### src/rtl/noc_traffic_pe.sv
// rtl/noc_traffic_pe.sv - HNoC traffic endpoint: pattern/rate packet generator plus latency-checking sink
module noc_traffic_pe #(
    parameter int          address      = 0,
    parameter int          numPE        = 4,
    parameter int          AddressWidth = 2,
    parameter int          DataWidth    = 32,
    parameter int          TotalWidth   = 34,
    parameter int          PktLimit     = 100,
    parameter int          Pattern      = 0,
    parameter int          InjRate      = 256,
    parameter logic [15:0] Seed         = 16'hACE1
) (
    input  logic                  clk,
    input  logic                  rst,
    input  logic                  i_enable,
    output logic [TotalWidth-1:0] o_data,
    output logic                  o_data_valid,
    input  logic                  i_data_ready,
    input  logic [TotalWidth-1:0] i_data,
    input  logic                  i_data_valid,
    output logic                  o_data_ready,
    output logic                  o_tx_done,
    output logic [31:0]           o_rx_count,
    output logic [47:0]           o_lat_sum,
    output logic [31:0]           o_lat_max,
    output logic                  o_err
);

    localparam int SW = DataWidth - AddressWidth;

    localparam logic [AddressWidth-1:0] SRC          = AddressWidth'(address);
    localparam logic [AddressWidth-1:0] DEST_TORNADO = AddressWidth'((address + numPE/2 - 1) % numPE);
    localparam logic [AddressWidth-1:0] DEST_BITCOMP = ~SRC;
    localparam logic [AddressWidth-1:0] DEST_NEIGH   = SRC + AddressWidth'(1);
    localparam logic [8:0]              RATE         = 9'(InjRate);
    localparam logic [15:0]             SENT_LAST    = 16'(PktLimit - 1);
    localparam logic [15:0]             LFSR_INIT    = Seed ^ 16'(address);

    typedef enum logic [1:0] {S_IDLE, S_RUN, S_DONE} state_t;

    state_t                  state_q, state_d;
    logic [SW-1:0]           cnt_q, cnt_d;
    logic [7:0]              acc_q, acc_d;
    logic                    pend_q, pend_d;
    logic [TotalWidth-1:0]   data_q, data_d;
    logic [15:0]             lfsr_q, lfsr_d;
    logic [15:0]             sent_q, sent_d;
    logic [31:0]             rx_cnt_q, rx_cnt_d;
    logic [47:0]             lat_sum_q, lat_sum_d;
    logic [31:0]             lat_max_q, lat_max_d;
    logic                    err_q, err_d;

    logic                    hs, last_hs, inj, form;
    logic [8:0]              acc_sum;
    logic [15:0]             lfsr_step;
    logic [AddressWidth-1:0] rand_dest, dest, rx_dest;
    logic [SW-1:0]           lat_raw;
    logic [31:0]             lat32;
    logic [48:0]             sum_ext;

    always_ff @(posedge clk or posedge rst) begin
        if (rst) begin
            state_q   <= S_IDLE;
            cnt_q     <= '0;
            acc_q     <= '0;
            pend_q    <= 1'b0;
            data_q    <= '0;
            lfsr_q    <= LFSR_INIT;
            sent_q    <= '0;
            rx_cnt_q  <= '0;
            lat_sum_q <= '0;
            lat_max_q <= '0;
            err_q     <= 1'b0;
        end else begin
            state_q   <= state_d;
            cnt_q     <= cnt_d;
            acc_q     <= acc_d;
            pend_q    <= pend_d;
            data_q    <= data_d;
            lfsr_q    <= lfsr_d;
            sent_q    <= sent_d;
            rx_cnt_q  <= rx_cnt_d;
            lat_sum_q <= lat_sum_d;
            lat_max_q <= lat_max_d;
            err_q     <= err_d;
        end
    end

    always_comb begin
        hs      = pend_q & i_data_ready;
        last_hs = hs && (sent_q == SENT_LAST);
        state_d = state_q;
        case (state_q)
            S_IDLE:  if (i_enable) state_d = S_RUN;
            S_RUN:   if (last_hs) state_d = S_DONE;
            S_DONE:  state_d = S_DONE;
            default: state_d = S_IDLE;
        endcase
    end

    // A handshake frees the slot in the same cycle, so full rate stays back to back.
    always_comb begin
        cnt_d     = cnt_q + SW'(1);
        inj       = (state_q == S_RUN) && i_enable && (!pend_q || hs) && !last_hs;
        acc_sum   = {1'b0, acc_q} + RATE;
        form      = inj && acc_sum[8];
        acc_d     = inj ? acc_sum[7:0] : acc_q;
        pend_d    = form ? 1'b1 : (hs ? 1'b0 : pend_q);
        lfsr_step = {1'b0, lfsr_q[15:1]} ^ (lfsr_q[0] ? 16'hB400 : 16'h0000);
        rand_dest = lfsr_step[AddressWidth-1:0];
        if (rand_dest == SRC) rand_dest = SRC + AddressWidth'(1);
        case (Pattern)
            0:       dest = DEST_TORNADO;
            1:       dest = DEST_BITCOMP;
            2:       dest = DEST_NEIGH;
            default: dest = rand_dest;
        endcase
        lfsr_d = (form && Pattern == 3) ? lfsr_step : lfsr_q;
        data_d = form ? {dest, SRC, cnt_d} : data_q;
        sent_d = hs ? sent_q + 16'd1 : sent_q;
    end

    // Latency is taken modulo the timestamp width; the subtraction spans the whole
    // payload and the cast keeps only the timestamp bits.
    always_comb begin
        rx_dest   = i_data[TotalWidth-1 -: AddressWidth];
        lat_raw   = SW'({{AddressWidth{1'b0}}, cnt_q} - i_data[DataWidth-1:0]);
        lat32     = 32'(lat_raw);
        sum_ext   = {1'b0, lat_sum_q} + 49'(lat_raw);
        rx_cnt_d  = rx_cnt_q;
        lat_sum_d = lat_sum_q;
        lat_max_d = lat_max_q;
        err_d     = err_q;
        if (i_data_valid) begin
            if (rx_cnt_q != 32'hFFFF_FFFF) rx_cnt_d = rx_cnt_q + 32'd1;
            lat_sum_d = sum_ext[48] ? {48{1'b1}} : sum_ext[47:0];
            if (lat32 > lat_max_q) lat_max_d = lat32;
            if (rx_dest != SRC) err_d = 1'b1;
        end
    end

    always_comb begin
        o_tx_done    = (state_q == S_DONE);
        o_data_valid = pend_q;
        o_data       = data_q;
        o_data_ready = ~rst;
        o_rx_count   = rx_cnt_q;
        o_lat_sum    = lat_sum_q;
        o_lat_max    = lat_max_q;
        o_err        = err_q;
    end

endmodule

### config.mk
export PLATFORM = sky130hd
export DESIGN_NAME = noc_traffic_pe
export DESIGN_NICKNAME = d
export VERILOG_FILES = /design/src/rtl/noc_traffic_pe.sv
export SDC_FILE = /design/constraint.sdc
export NUM_CORES = 1
export LEC_CHECK = 0
export ABC_AREA = 1
export CORE_MARGIN = 3
export CORE_UTILIZATION = 50
export CTS_CLUSTER_DIAMETER = 150
export DETAILED_ROUTE_END_ITERATION = 8
export PLACE_DENSITY = 0.77
export SYNTH_ARGS = -nofsm -noshare
export SYNTH_HDL_FRONTEND = slang
export SYNTH_SLANG_ARGS = --single-unit
### constraint.sdc
create_clock -name clk -period 6.2 [get_ports clk]
set_clock_uncertainty 0.2 [all_clocks]
set_input_delay 0.93 -clock clk [delete_from_list [all_inputs] [get_ports clk]]
set_output_delay 0.93 -clock clk [all_outputs]
set_load 0.005 [all_outputs]
==> reports/qor.yml, run 1 <==
clock_network:
  tritoncts: "yes"
  cts_resized: 0
  cts-buffers-inserted: 17
  cts_hold_buf: 0
  clock-sinks: 191
  clk_pin_slew_ns: 0.08
  clockRootBuffer: "clkbuf_16"
  cts.path.max_buffers: 2
  clk_latency_ns: 0.44
  postCtsSetupBuffers: 0
  h-tree-depth: 4
power:
  sw_frac_of_total_pct: 42.34
  p_comb_share_pct: 48.2
  power_density_nw_per_um2: 341.8
  ir_drop_mv: 0.1953
  leakage_nw: 8.551
  p_int_w: 0.003284
  p_switching_w: 0.002412
  clockPowerShare_pct: 19.5
  power.share.sequential_pct: 32.3
worst_setup_path:
  cp_data_arrival_time_ns: 5.00
  worst-path-max-fanout: 18
  crit_family: "simple AND/OR/NAND/NOR gates"
  cpPeakStageDelay_ns: 0.42
  crit_type: "in2reg"
  required_ns: 6.33
  cp-end-kind: "register"
  path_cells: "clkdlybuf4s50_1 -> ha_1 -> fa_1 -> inv_1 -> nand3_1 -> nand2_1 -> nand2_1 -> nand2_1 -> nand2_1 -> nand2_1 -> nand3b_1 -> nand3_1 -> nand2_1 -> ha_1 -> nand2_1 -> nor2_1 -> nand2_1 -> nor3_1 -> nand2_1 -> nand2_1 -> nand3_1 -> buf_4 -> nand2_1 -> nand2_1"
  crit_buf_inv: 3
  crit_slowest_cell: "clkdlybuf4s50_1"
  cp_common_cell: "nand2_1"
  critPathLaunchType: "input pin"
logic_synthesis:
  ys_warn_count: 0
  synth.largest_area_cell: "dfrtp_1"
  synthDistinctLibCells: 47
  ys.flop_type: "dfrtp_1"
  synthTopCellsByArea: "dfrtp_1, nand2_1, ha_1, inv_1, xor2_1"
  synthArstFlopShare_pct: 100.0
  yosysTopAreaCellShare_pct: 34.33
  netlist_area_sq_um: 13920
  ys_seq_area_share_pct: 34.33
  syn_area_per_cell_sq_um: 7.000
  synth_edf_count: 0
  netlist_instances: 1989
  synth_seq_cells: 191
placement:
  dpl_cell_area_sq_um: 16090
  routabilityCongestion: 0.9263
  dp_hpwl_um: 30910
  port_buffers: 181
worst_hold_path:
  hp-class: "reg2reg"
global_routing:
  met2_usage_pct: 43.14
  met3_usage_pct: 3.426
  top_usage_layer: "met2"
  grt_max_degree: 80
  first_global_vias: 12710
  grt_pass1_wl_um: 63530
  grt_usage_pct: 25.71
  use_met1_pct: 34.27
  overflow: 0
  grt_antenna_before_repair: 0
die:
  die_width_um: 172.9
  start_util_pct: 51.23
  dieArea_sq_um: 29880
  die_h_um: 172.9
  num_rows: 60
  coreArea_sq_um: 27180
  io_pins: 189
sta:
  drv_slew: 0
  grt_setup_unrepaired: "false"
  finalHoldViolations: 0
  min_period_ns: 4.879
  tightest_slew_ns: 1.052
  finalHoldWorstSlack_ns: 0.2678
  max_freq_mhz: 205.0
  setup_violations: 0
  slew_headroom_pct: 29.70
  finalCritPeriodShare_pct: 78.69
  setup_tns_ns: 0
route:
  vias_per_cell: 5.133
  ant_nets: 0
  vias: 13110
  detail_route.iter0.violations: 1022
  remaining_drc_errors: 0
  wl_um: 38330
  routedWlPerCell_um: 15.01
  drtPass1Iterations: 5
status:
  status: "complete, no violations"
finish:
  final_util_pct: 61.32
  multi_input_area_sq_um: 7915
  post-route-cell-area_sq_um: 16660
  seqCellArea_sq_um: 4780
  area_growth_pct: 19.70
  diodes: 0
  layout-drive-gt1-share_pct: 6.004
  final_nets: 2306
  fillers: 2497
run:
  maxCapViolCount: 0
[cell type report]
cell class | count | share of cell area (%)
clock buffers | 18 | 2.575
clock inverters | 14 | 0.9010
inverters | 285 | 6.442
multi-input cells | 1487 | 47.50
flip-flops and latches | 191 | 28.68
well taps | 372 | 2.793
repair buffers | 187 | 11.11
[kinds of logic (layout without fill, tap and decap cells)]
group                      count (synthesis)  in the layout  synth area share (%)
AOI/OAI and AO/OA                        146            146                 5.608
xor gates and xnor gates                 111            111                 7.037
adders and majority gates                 98             98                 8.915
buffers and inverters                    315            504                 8.951
DFF                                      191            191                 34.33
other                                      1              5               0.02694
and+or+nand+nor                         1127           1127                 35.13
[cells in the final DEF (no fill, tap or decap), types with 10 or more instances in the layout]
cell type and instances:
nand3_1 109, clkbuf_16 17, o21ai_0 41, xor2_1 82, o21bai_1 10, nand3b_1 12, nor2_1 184, nand4_1 37
xnor2_1 28, nand2_2 15, nor3_1 37, a21oi_1 84, nor2_2 51, nor4_1 11, nand2_1 649, ha_1 96
dfrtp_1 191, clkdlybuf4s50_1 180, inv_1 278
[worst register-to-register path: stages, from the launching register on]
cell      delay (ns)
dfrtp_1         0.42
inv_1           0.12
ha_1            0.24
fa_1            0.40
inv_1           0.11
nand3_1         0.08
nand2_1         0.13
nand2_1         0.07
nand2_1         0.14
nand2_1         0.07
nand2_1         0.10
nand3b_1        0.16
nand3_1         0.13
nand2_1         0.14
ha_1            0.33
nand2_1         0.05
nor2_1          0.12
nand2_1         0.13
nor3_1          0.14
nand2_1         0.11
nand2_1         0.08
nand3_1         0.40
buf_4           0.39
nand2_1         0.09
nand2_1         0.05
[power by group through the flow]
stage               Clock [W]  Sequential [W]  Combinational (W)
floorplan                   0         0.00178            0.00169
detailed placement          0         0.00186            0.00272
global placement            0         0.00186            0.00266
CTS                   0.00113         0.00184            0.00275
global route          0.00118         0.00188            0.00308
finish                0.00111         0.00184            0.00274
[synth_stat cells (3+ instances only)]
| master | instances |
|---|---|
| xnor2_1 | 28 |
| nor3_4 | 3 |
| nand2_2 | 15 |
| nor2_2 | 51 |
| o21bai_1 | 10 |
| buf_4 | 5 |
| dfrtp_1 | 191 |
| nor2_4 | 3 |
| nand3_1 | 109 |
| buf_2 | 12 |
| ha_1 | 96 |
| o21ai_0 | 41 |
| nor2_1 | 184 |
| inv_2 | 6 |
| xor2_1 | 82 |
| nand2_1 | 649 |
| nor4_1 | 11 |
| inv_1 | 279 |
| nor3_1 | 37 |
| a21oi_1 | 85 |
| clkbuf_1 | 8 |
| nand3b_1 | 12 |
| nand4_1 | 37 |
| nor3_2 | 4 |
[metrics by stage]
step / worst slack (ns) / power, W / instances
global route: 0.9106 / 0.006142 / 2554
global placement: 0.9970 / 0.004517 / 2522
CTS: 1.307 / 0.005725 / 2554
floorplan: 1.817 / 0.003469 / 1993
finish: 1.321 / 0.005696 / 2554
detailed placement: 0.9200 / 0.004587 / 2522
[flip-flops by register name, summed over array words and instances (netlist names)]
name	flops
o_lat_sum	48
o_err	1
state_q	2
o_rx_count	32
o_data_valid	1
o_lat_max	30
sent_q	16
cnt_q	30
o_data	31
[layer usage]
layer / vias to the layer above / part of all wire (%)
li1: 6628 / -
met1: 6009 / 45
met3: 78 / 4.6
met2: 394 / 47
met5: - / 0
met4: 0 / 3.4
[worst paths after layout]
kind / endpoint / cells after the start / slack (ns) / start
hold / removal: o_err$_DFFE_PP0P_ / 2 / 0.27 / o_err$_DFFE_PP0P_
setup / recovery: o_lat_max[8]$_DFFE_PP0P_ / 24 / 1.32 / i_data[0]
max in group asynchronous: o_data[22]$_DFFE_PP0P_ / 4 / 3.25 / rst
hold reg to reg: o_err$_DFFE_PP0P_ / 2 / 0.27 / o_err$_DFFE_PP0P_
setup reg to reg: o_lat_max[8]$_DFFE_PP0P_ / 24 / 1.69 / cnt_q[0]$_DFF_PP0_
min in group asynchronous: o_lat_sum[0]$_DFFE_PP0P_ / 3 / 1.15 / rst
Power figures use the tool's default switching activity.
==> inputs of run 2 (changes only) <==
- PLACE_DENSITY: 0.77 -> 0.74
- clock period: 6.2 -> 5 ns (I/O delays scaled with it)
==> reports/qor.yml, run 2 (synthesis results as in run 1) <==
worst_hold_path:
  hp-class: "reg2reg"
power:
  power_density_nw_per_um2: 424.2  # +24%
  leakage_nw: 8.649  # +1.1%
  ir_drop_mv: 0.2172  # +11%
sta:
  finalHoldViolations: 0  # unchanged
  grt_setup_unrepaired: "false"
  worst_slack_ns: 0.3828  # -0.9385 ns
  finalHoldWorstSlack_ns: 0.2730  # +0.005228 ns
  min_period_ns: 4.617
  tightest_slew_ns: 0.8858  # -0.1662 ns
  setup_violations: 0  # unchanged
  drv_slew: 0  # unchanged
  max_freq_mhz: 216.6
  finalCritPeriodShare_pct: 92.34
  slew_headroom_pct: 40.88  # +11 points
worst_setup_path:
  critPathLaunchType: "input pin"
  required_ns: 5.18  # -1.15 ns
  crit_type: "in2reg"
  cp_data_arrival_time_ns: 4.79  # -0.21 ns
  cp-end-kind: "register"
  worst-path-max-fanout: 21  # +3
global_routing:
  grt_pass1_wl_um: 64370  # +1.3%
  first_global_vias: 12940  # +1.8%
  grt_usage_pct: 26.04  # +0.32 points
  grt_antenna_before_repair: 0  # unchanged
  overflow: 0  # unchanged
  grt_max_degree: 65  # -19%
finish:
  area_growth_pct: 20.92
  fin_cells: 2568  # +0.55%
  seqCellArea_sq_um: 4780  # unchanged
  final_cell_mix: "nand2_1, inv_1, dfrtp_1"
  final_util_pct: 61.95  # +0.63 points
  fillers: 2570  # +2.9%
  final_nets: 2320  # +0.61%
  mostFrequentLayoutCell: "nand2_1"
  diodes: 0  # unchanged
  layout-drive-gt1-share_pct: 6.648  # +0.64 points
  multi_input_area_sq_um: 7915  # unchanged
  largest_register_ffs: 48  # unchanged
route:
  routedWlPerCell_um: 15.01  # about the same
  vias: 13090  # -0.18%
  ant_nets: 0  # unchanged
  wl_um: 38550  # +0.59%
  drtPass1Iterations: 8  # +3
  detail_route.iter0.violations: 800  # -22%
  remaining_drc_errors: 0  # unchanged
  vias_per_cell: 5.096  # -0.72%
clock_network:
  cts.path.max_buffers: 2  # unchanged
  cts-buffers-inserted: 17  # unchanged
  h-tree-depth: 4  # unchanged
  clockRootBuffer: "clkbuf_16"
  postCtsSetupBuffers: 0  # unchanged
  clock-sinks: 191  # unchanged
  clk_latency_ns: 0.45  # about the same
  cts_hold_buf: 0  # unchanged
  tritoncts: "yes"
  cts_resized: 0  # unchanged
  clk_pin_slew_ns: 0.08  # about the same
die:
  dieArea_sq_um: 29880  # unchanged
  start_util_pct: 51.23  # unchanged
  io_pins: 189  # unchanged
  die_width_um: 172.9  # unchanged
  coreArea_sq_um: 27180  # unchanged
  num_rows: 60  # unchanged
  die_h_um: 172.9  # unchanged
placement:
  dp.cells: 2536  # +0.56%
  dp_hpwl_um: 30970  # +0.19%
  port_buffers: 181  # unchanged
  routabilityCongestion: 0.9685  # +4.6%
  dpl_worst_slack_ns: -0.04621  # -0.9662 ns
status:
  status: "complete, no violations"
run:
  maxCapViolCount: 0  # unchanged
[run 2: cell types whose count changed in the layout (fill, tap and decap cells not counted), moves of 2 or more]
cell	change
inv_8	-3
inv_6	+3
buf_4	+12
clkinv_8	+6
clkinv_4	-3
clkinvlp_4	-2
buf_12	+2
[run 2: per-layer routing]
layer / track usage, % / part of all wire, % / vias to the layer above
li1: - / - / 6639
met1: 34.49 / 45 / 6043
met2: 44.06 / 48 / 345
met3: 4.062 / 4.8 / 59
met4: 8.007 / 2.7 / 0
met5: 0 / 0 / -
[run 2: final cells by class]
type                    count  area share, %
clock buffers              18          2.609
clock inverters            14          1.070
inverters                 285          6.377
multi-input cells        1487          47.02
flip-flops and latches    191          28.39
well taps                 372          2.765
repair buffers            201          11.77
[run 2: final timing paths]
kind	from	to	slack, ns	depth (start not counted)
setup / recovery	i_data[0]	o_lat_max[20]$_DFFE_PP0P_	0.38	23
hold / removal	o_err$_DFFE_PP0P_	o_err$_DFFE_PP0P_	0.27	2
setup reg to reg	cnt_q[0]$_DFF_PP0_	o_lat_max[20]$_DFFE_PP0P_	0.60	23
hold reg to reg	o_err$_DFFE_PP0P_	o_err$_DFFE_PP0P_	0.27	2
max in group asynchronous	rst	o_lat_max[1]$_DFFE_PP0P_	2.57	4
min in group asynchronous	rst	o_data[29]$_DFFE_PP0P_	0.82	3
[run 2: report_power, final]
| group | leakage [nW] | internal [W] | switching (W) |
|---|---|---|---|
| logic | 5.91 | 0.00151 | 0.00193 |
| clock network | 0.300 | 0.000697 | 0.000726 |
| registers | 2.43 | 0.00189 | 0.000384 |
[run 2: worst max-delay path, stage by stage]
cell	delay, ns
clkdlybuf4s50_1	0.42
ha_1	0.24
fa_1	0.40
inv_1	0.11
nand3_1	0.08
nand2_1	0.12
nand2_1	0.06
nand2_1	0.15
nand2_1	0.07
nand2_1	0.13
nand2_1	0.13
nand3_1	0.11
nand2_1	0.13
ha_1	0.31
nand2_1	0.06
nor2_1	0.14
nand2_1	0.15
nor3_1	0.21
nand2_1	0.12
a21oi_2	0.40
buf_4	0.33
nand2_1	0.07
nand2_1	0.07
[run 2: metrics by stage]
stage	power [W]	instance area [sq um]	setup TNS, ns
floorplan	0.004302	13940	0
global placement	0.005651	16220	0
detailed placement	0.005731	16220	-0.7653
CTS	0.007190	16830	0
global route	0.007700	16830	0
finish	0.007141	16830	0
